==> src/rtl/mem_port_arbiter.sv <==
// Shares one memory port between instruction fetch and data traffic.
// Data has fixed priority; a starvation counter forces fetch through after STARVE_LIMIT losses.
//
// state  | meaning
// IDLE   | port free, grants may issue this cycle
// BUSY_F | fetch access outstanding, waiting for mem_ack
// BUSY_D | data access outstanding, waiting for mem_ack
module mem_port_arbiter #(
  parameter int ADDR_W       = 32,
  parameter int STARVE_LIMIT = 4
) (
  input  logic              clk,
  input  logic              reset,
  input  logic              f_req,
  input  logic [ADDR_W-1:0] f_addr,
  output logic              f_gnt,
  output logic              f_rvalid,
  output logic [31:0]       f_rdata,
  input  logic              d_req,
  input  logic              d_we,
  input  logic [ADDR_W-1:0] d_addr,
  input  logic [63:0]       d_wdata,
  output logic              d_gnt,
  output logic              d_rvalid,
  output logic [63:0]       d_rdata,
  output logic              mem_req,
  output logic              mem_we,
  output logic [ADDR_W-1:0] mem_addr,
  output logic [63:0]       mem_wdata,
  input  logic [63:0]       mem_rdata,
  input  logic              mem_ack,
  output logic              stray_ack
);

  typedef enum logic [1:0] {
    IDLE   = 2'd0,
    BUSY_F = 2'd1,
    BUSY_D = 2'd2
  } state_t;

  localparam logic [3:0] STARVE_MAX = 4'(STARVE_LIMIT);

  state_t     state;
  state_t     state_nxt;
  logic [3:0] starve_cnt;
  logic       f_win;

  always_ff @(posedge clk or posedge reset) begin
    if (reset) begin
      state <= IDLE;
    end else begin
      state <= state_nxt;
    end
  end

  always_comb begin
    state_nxt = state;
    case (state)
      IDLE: begin
        if (f_gnt) begin
          state_nxt = BUSY_F;
        end else if (d_gnt) begin
          state_nxt = BUSY_D;
        end
      end
      BUSY_F: begin
        if (mem_ack) begin
          state_nxt = IDLE;
        end
      end
      BUSY_D: begin
        if (mem_ack) begin
          state_nxt = IDLE;
        end
      end
      default: state_nxt = IDLE;
    endcase
  end

  // Fetch only beats a pending data request once it has been starved long enough.
  always_comb begin
    f_win = f_req && (!d_req || (starve_cnt == STARVE_MAX));
    f_gnt = 1'b0;
    d_gnt = 1'b0;
    if (state == IDLE) begin
      f_gnt = f_win;
      d_gnt = d_req && !f_win;
    end
  end

  always_ff @(posedge clk or posedge reset) begin
    if (reset) begin
      mem_req   <= 1'b0;
      mem_we    <= 1'b0;
      mem_addr  <= '0;
      mem_wdata <= '0;
    end else if (f_gnt) begin
      mem_req   <= 1'b1;
      mem_we    <= 1'b0;
      mem_addr  <= f_addr;
      mem_wdata <= '0;
    end else if (d_gnt) begin
      mem_req   <= 1'b1;
      mem_we    <= d_we;
      mem_addr  <= d_addr;
      mem_wdata <= d_wdata;
    end else if (mem_ack && (state != IDLE)) begin
      mem_req <= 1'b0;
    end
  end

  // Completion: mem_we still holds the captured direction of the outstanding access.
  always_ff @(posedge clk or posedge reset) begin
    if (reset) begin
      f_rvalid <= 1'b0;
      f_rdata  <= '0;
      d_rvalid <= 1'b0;
      d_rdata  <= '0;
    end else begin
      f_rvalid <= 1'b0;
      d_rvalid <= 1'b0;
      if (mem_ack && (state == BUSY_F)) begin
        f_rvalid <= 1'b1;
        f_rdata  <= mem_rdata[31:0];
      end
      if (mem_ack && (state == BUSY_D)) begin
        d_rvalid <= 1'b1;
        d_rdata  <= mem_we ? 64'h0 : mem_rdata;
      end
    end
  end

  always_ff @(posedge clk or posedge reset) begin
    if (reset) begin
      starve_cnt <= '0;
    end else if (f_gnt) begin
      starve_cnt <= '0;
    end else if (d_gnt && f_req && (starve_cnt != STARVE_MAX)) begin
      starve_cnt <= starve_cnt + 4'd1;
    end
  end

  always_ff @(posedge clk or posedge reset) begin
    if (reset) begin
      stray_ack <= 1'b0;
    end else if (mem_ack && (state == IDLE)) begin
      stray_ack <= 1'b1;
    end
  end

endmodule

==> config.mk <==
export PLATFORM = sky130hd
export DESIGN_NAME = mem_port_arbiter
export DESIGN_NICKNAME = d
export VERILOG_FILES = /design/src/rtl/mem_port_arbiter.sv
export SDC_FILE = /design/constraint.sdc
export NUM_CORES = 1
export LEC_CHECK = 0
export ABC_AREA = 1
export CAP_MARGIN = 30
export CORE_MARGIN = 5
export CORE_UTILIZATION = 38
export CTS_BUF_LIST = sky130_fd_sc_hd__clkbuf_2
export CTS_CLUSTER_SIZE = 10
export DETAILED_ROUTE_END_ITERATION = 8
export PLACE_DENSITY = 0.87
export SLEW_MARGIN = 5
export SYNTH_ARGS = -nofsm -noshare
export SYNTH_HDL_FRONTEND = slang
export SYNTH_SLANG_ARGS = --single-unit
export TNS_END_PERCENT = 30
==> constraint.sdc <==
create_clock -name clk -period 7.4 [get_ports clk]
set_clock_uncertainty 0.2 [all_clocks]
set_input_delay 1.48 -clock clk [delete_from_list [all_inputs] [get_ports clk]]
set_output_delay 1.48 -clock clk [all_outputs]
set_load 0.01 [all_outputs]
Yosys cells after proc, flatten, opt, wreduce, memory -nomap -nowiden --
Index checks and enable logic that the tools add are counted. W data, S select, Z words.
Word-level totals: register bits after elaboration 203, input bits 198, word-level logic and storage cells 56
Cells by class: add/sub/neg operators 1, equal/unequal tests 6, mux-type cells 20, reduce and logical (&&, ||, !) cells 18
Operators by type and width (count):
- $mux W64 | 3
- $mux W32 | 2
- $mux W1 | 9
- $logic_and A1 B1 Y1 | 8
- $mux W4 | 2
- $mux W2 | 3
- $reduce_bool A2 Y1 | 3
- $add A4 B1 Y4 const B | 1
- $eq A4 B3 Y1 const B | 1
- $ne A4 B3 Y1 const B | 1
- $pmux W2 S2 | 1
- $ne A3 B3 Y1 const B | 1
- $reduce_bool A3 Y1 | 1
- $eq A2 B1 Y1 const B | 1
- $eq A2 B2 Y1 const B | 1
- $logic_not A1 Y1 | 2
- $logic_not A2 Y1 | 1
- $ne A2 B1 Y1 const B | 1
- $reduce_and A2 Y1 | 1
- $reduce_or A2 Y1 | 1
- $logic_or A1 B1 Y1 | 1

Logic depth before layout (Yosys ltp) --
depth in word-level cells 10, depth in mapped cells 10, mapped depth without buffers 9

Worst setup path after synthesis --
OpenSTA, ideal clock, no wires.
path kind input to output, start point input port f_req, end point output port d_gnt, arrival 1.912 ns, slack 3.808 ns, cell stages on the path 4, buffers on the path 1, cells stage by stage buf_4 nand2_1 nand2_1 nor2_1
On the way: cells in the longest elaborated chain, start to end 4
Ends and longest elaborated chain:
- from (decl) | RTL line 14 | input logic f_req,
- $logic_and A1 B1 Y1 | RTL line 82 | f_win = f_req && (!d_req || (starve_cnt == STARVE_MAX));
- $logic_not A1 Y1 | RTL line 87 | d_gnt = d_req && !f_win;
- $logic_and A1 B1 Y1 | RTL line 87
- $mux W1 | RTL line 85 | if (state == IDLE) begin
- to (decl) | RTL line 23 | output logic d_gnt,
No other way between the ends.

Final worst setup path --
start point input port d_req, end point output port f_gnt
On the way: cells in the longest elaborated chain, start to end 4
Ends and longest elaborated chain:
- from (decl) | RTL line 19 | input logic d_req,
- $logic_not A1 Y1 | RTL line 82
- $logic_or A1 B1 Y1 | RTL line 82
- $logic_and A1 B1 Y1 | RTL line 82
- $mux W1 | RTL line 85
- to (decl) | RTL line 16 | output logic f_gnt,
No other way between the ends.

==> run_results.csv <==
group,metric,value,unit
min_path,hp-class,"reg2reg",
global_route,top_usage_layer,"met2",
setup_path,slowest_stage,"clkdlybuf4s50_1",
run,drv_cap,0,
cells_and_area,synthToLayoutAreaGrowth,56.8,%
logic_synthesis,synth_compound_gate_area_share,0.0469,
clock_tree,root_buffer,"clkbuf_2",
cells_and_area,instances_no_fill,1650,
power,pwr-share-clk,0.143,
clock_tree,clockBufferDepth,3,
sta,rsz0062_at_grt,"false",
setup_path,worstSetupPathType,"in2out",
cells_and_area,fill_cells,1756,
logic_synthesis,syn_avg_cell_area,8.85,um^2
global_route,use_met1,0.240,
logic_synthesis,synth_top_family_by_area,"simple AND/OR/NAND/NOR gates",
clock_tree,cts_tree,"done",
sta,fmax,0.201,GHz
logic_synthesis,muxShareOfSynthArea,0,
logic_synthesis,yosysMostFrequentCell,"nand2_1",
setup_path,endpoint_kind,"output pin",
detailed_routing,first_iter_violations,584,
clock_tree,numCtsBuffers,52,
setup_path,crit_chain,"clkdlybuf4s50_1 -> o21ai_2 -> buf_4 -> nand3_1 -> inv_1 -> clkdlybuf4s50_1",
power,swShare,0.389,
detailed_routing,routed-via-count,8180,
floorplan,ios,397,
cells_and_area,drive_gt1_frac,0.0701,
clock_tree,worstSkewPairLatency,0.71,ns
place,dp.cells,1557,
floorplan,die_y,158,um
floorplan,std_cell_rows,54,
logic_synthesis,ys_ff_latch,203,
power,p_leak,6.22,nW
setup_path,cp_max_fo,35,
detailed_routing,wl,28000,um
sta,timing.final.hold_violations,0,
power,p_int,3.30,mW
clock_tree,cts_hold_buf,0,
logic_synthesis,yosysWarnings,0,
global_route,grtUsageMet2,0.379,
sta,finalCritPeriodShare,0.673,
detailed_routing,drt-vias-per-instance,4.96,
setup_path,critical_path.most_common_cell,"clkdlybuf4s50_1",
logic_synthesis,synthDistinctLibCells,22,
detailed_routing,ant_nets,0,
logic_synthesis,yosys.area.top_type,"dfrtp_1",
floorplan,die_area,24900,um^2
global_route,overflow,0,
sta,setup_tns,0,ns
floorplan,core,21700,um^2
sta,max_slew_margin,0.485,
power,p_seq_frac,0.361,
place,dp_hpwl,19900,um
place,place_ws,2.42,ns
sta,setup_viol,0,
floorplan,die_width,158,um
logic_synthesis,ys_async_sr_fraction,1.00,
cells_and_area,nets,1536,
logic_synthesis,synth_xor_area_frac,0.00105,
global_route,grt_use_met3,0.0771,
clock_tree,cts-resized-gates,0,
logic_synthesis,synth_ff_type,"dfrtp_1",
sta,setup_ws,2.42,ns
setup_path,slowest_delay,0.55,ns
global_route,antenna_found_initial,3,
global_route,grt_pass1_wl,43100,um
setup_path,crit_required,5.72,ns
clock_tree,cts.htree.levels,2,
place,place_congestion,0.826,
logic_synthesis,synth_enable_flop_cells,0,
global_route,track_usage,0.215,
sta,period_minus_slack,4.98,ns
logic_synthesis,synth-seq-area-share,0.612,
logic_synthesis,syn-num-nets,1141,
logic_synthesis,synth_cells,938,
logic_synthesis,yosys.area_share.simple,0.290,
logic_synthesis,synth-adder-area-share,0.00753,
logic_synthesis,synth_area_leaders,"dfrtp_1, nand2_1, nand3_1, o21ai_0, nand4_1",
clock_tree,cts.clk_slew.worst_paths,0.10,ns
global_route,grt_start_max_net_pins,107,
detailed_routing,drtPass1Iterations,5,
logic_synthesis,synth_area,8300,um^2
clock_tree,cts_sinks,203,
place,port_buffers,396,
setup_path,crit_arrival,3.30,ns
detailed_routing,drc,0,
clock_tree,post-cts-setup-buffers,0,
power,combPwrFrac,0.496,
floorplan,start_util,0.383,
setup_path,crit_family,"buffers and inverters",
setup_path,crit_path_start_kind,"primary input",
global_route,grt_pass1_vias,8284,
power,vdd_ir_drop_max,206,uV
sta,maxSlewViolCount,0,
detailed_routing,post_drt_wl_per_cell,16.9,um
status,status,"completed",
power,power.density,415,nW/um^2
setup_path,timing.critical_path.buf_inv,4,
logic_synthesis,synth_top_cell_area_share,0.612,
sta,worstMarginPinSlew,0.772,ns
power,p_sw,2.10,mW
logic_synthesis,synthTopCellsByCount,"nand2_1, dfrtp_1, nand3_1",
layer usage:
metal  wire length [um]  up-vias
met5                  7        -
met4                841        2
met3               2970       66
met2              14100      417
met1              10000     3828
li1                   -     3867
power by group through the flow:
stage               clock, mW  combinational (mW)  sequential [mW]
floorplan                   0               0.918             2.18
CTS                     0.803                2.70             1.95
detailed placement          0                2.69             1.96
finish                  0.774                2.68             1.95
global route            0.860                2.92             2.01
global placement            0                2.59             1.94
kinds of logic (layout without fill, tap and decap cells):
group                      Yosys count  after routing
adders and majority gates            5              5
other                                0              1
buffers and inverters               83            514
DFF                                203            203
and+or+nand+nor                    574            574
AOI/OAI and AO/OA                   72             72
xor gates and xnor gates             1              1
final timing paths:
path / from / endpoint / slack [ns] / cells after the start
max: d_req / f_gnt / 2.42 / 6
min: stray_ack$_DFFE_PP0P_ / stray_ack$_DFFE_PP0P_ / 0.26 / 1
max reg2reg: state[0]$_DFFE_PP0P_ / mem_addr[28]$_DFFE_PP0P_ / 4.83 / 5
min reg2reg: stray_ack$_DFFE_PP0P_ / stray_ack$_DFFE_PP0P_ / 0.26 / 1
max in group asynchronous: reset / f_rvalid$_DFF_PP0_ / 4.69 / 3
min in group asynchronous: reset / f_rdata[6]$_DFFE_PP0P_ / 1.06 / 2
registers in the layout, indices dropped and copies added, names as in the netlist:
| register | cells |
|---|---|
| d_rdata | 64 |
| d_rvalid | 1 |
| f_rdata | 32 |
| f_rvalid | 1 |
| mem_addr | 32 |
| mem_req | 1 |
| mem_wdata | 64 |
| mem_we | 1 |
| starve_cnt | 4 |
| state | 2 |
| stray_ack | 1 |
area by class of cell:
type	count	area, um^2	share of cell area
antenna	1	2.50	0.000192
clock buffer	70	350	0.0269
clock inverter	20	133	0.0102
inverter	15	63.8	0.00490
multi-input combinational	652	2890	0.222
sequential	203	5080	0.390
tap	280	350	0.0269
timing repair buffer	409	4150	0.319
metrics by stage:
stage,utilization,power [mW],area (um^2),hold WS (ns)
after floorplan,-,3.10,8300,0.278
after global placement,0.572,4.53,12400,0.238
after detailed placement,0.575,4.64,12500,0.244
after CTS,0.598,5.44,13000,0.268
after global routing,0.600,5.80,13000,0.285
final,0.600,5.40,13000,0.263
placed cells by master (no fill, tap or decap), drive strengths merged:
| master | count |
|---|---|
| inv | 15 |
| dfrtp | 203 |
| a21oi | 2 |
| a21o | 1 |
| diode | 1 |
| clkbuf | 70 |
| nand2 | 404 |
| buf | 13 |
| xor2 | 1 |
| bufinv | 2 |
| nand4 | 33 |
| clkdlybuf4s50 | 396 |
| nand3 | 132 |
| clkinv | 18 |
| or2 | 1 |
| ha | 5 |
| o21ai | 69 |
| nor2 | 4 |
(Power assumes the default switching activity.)
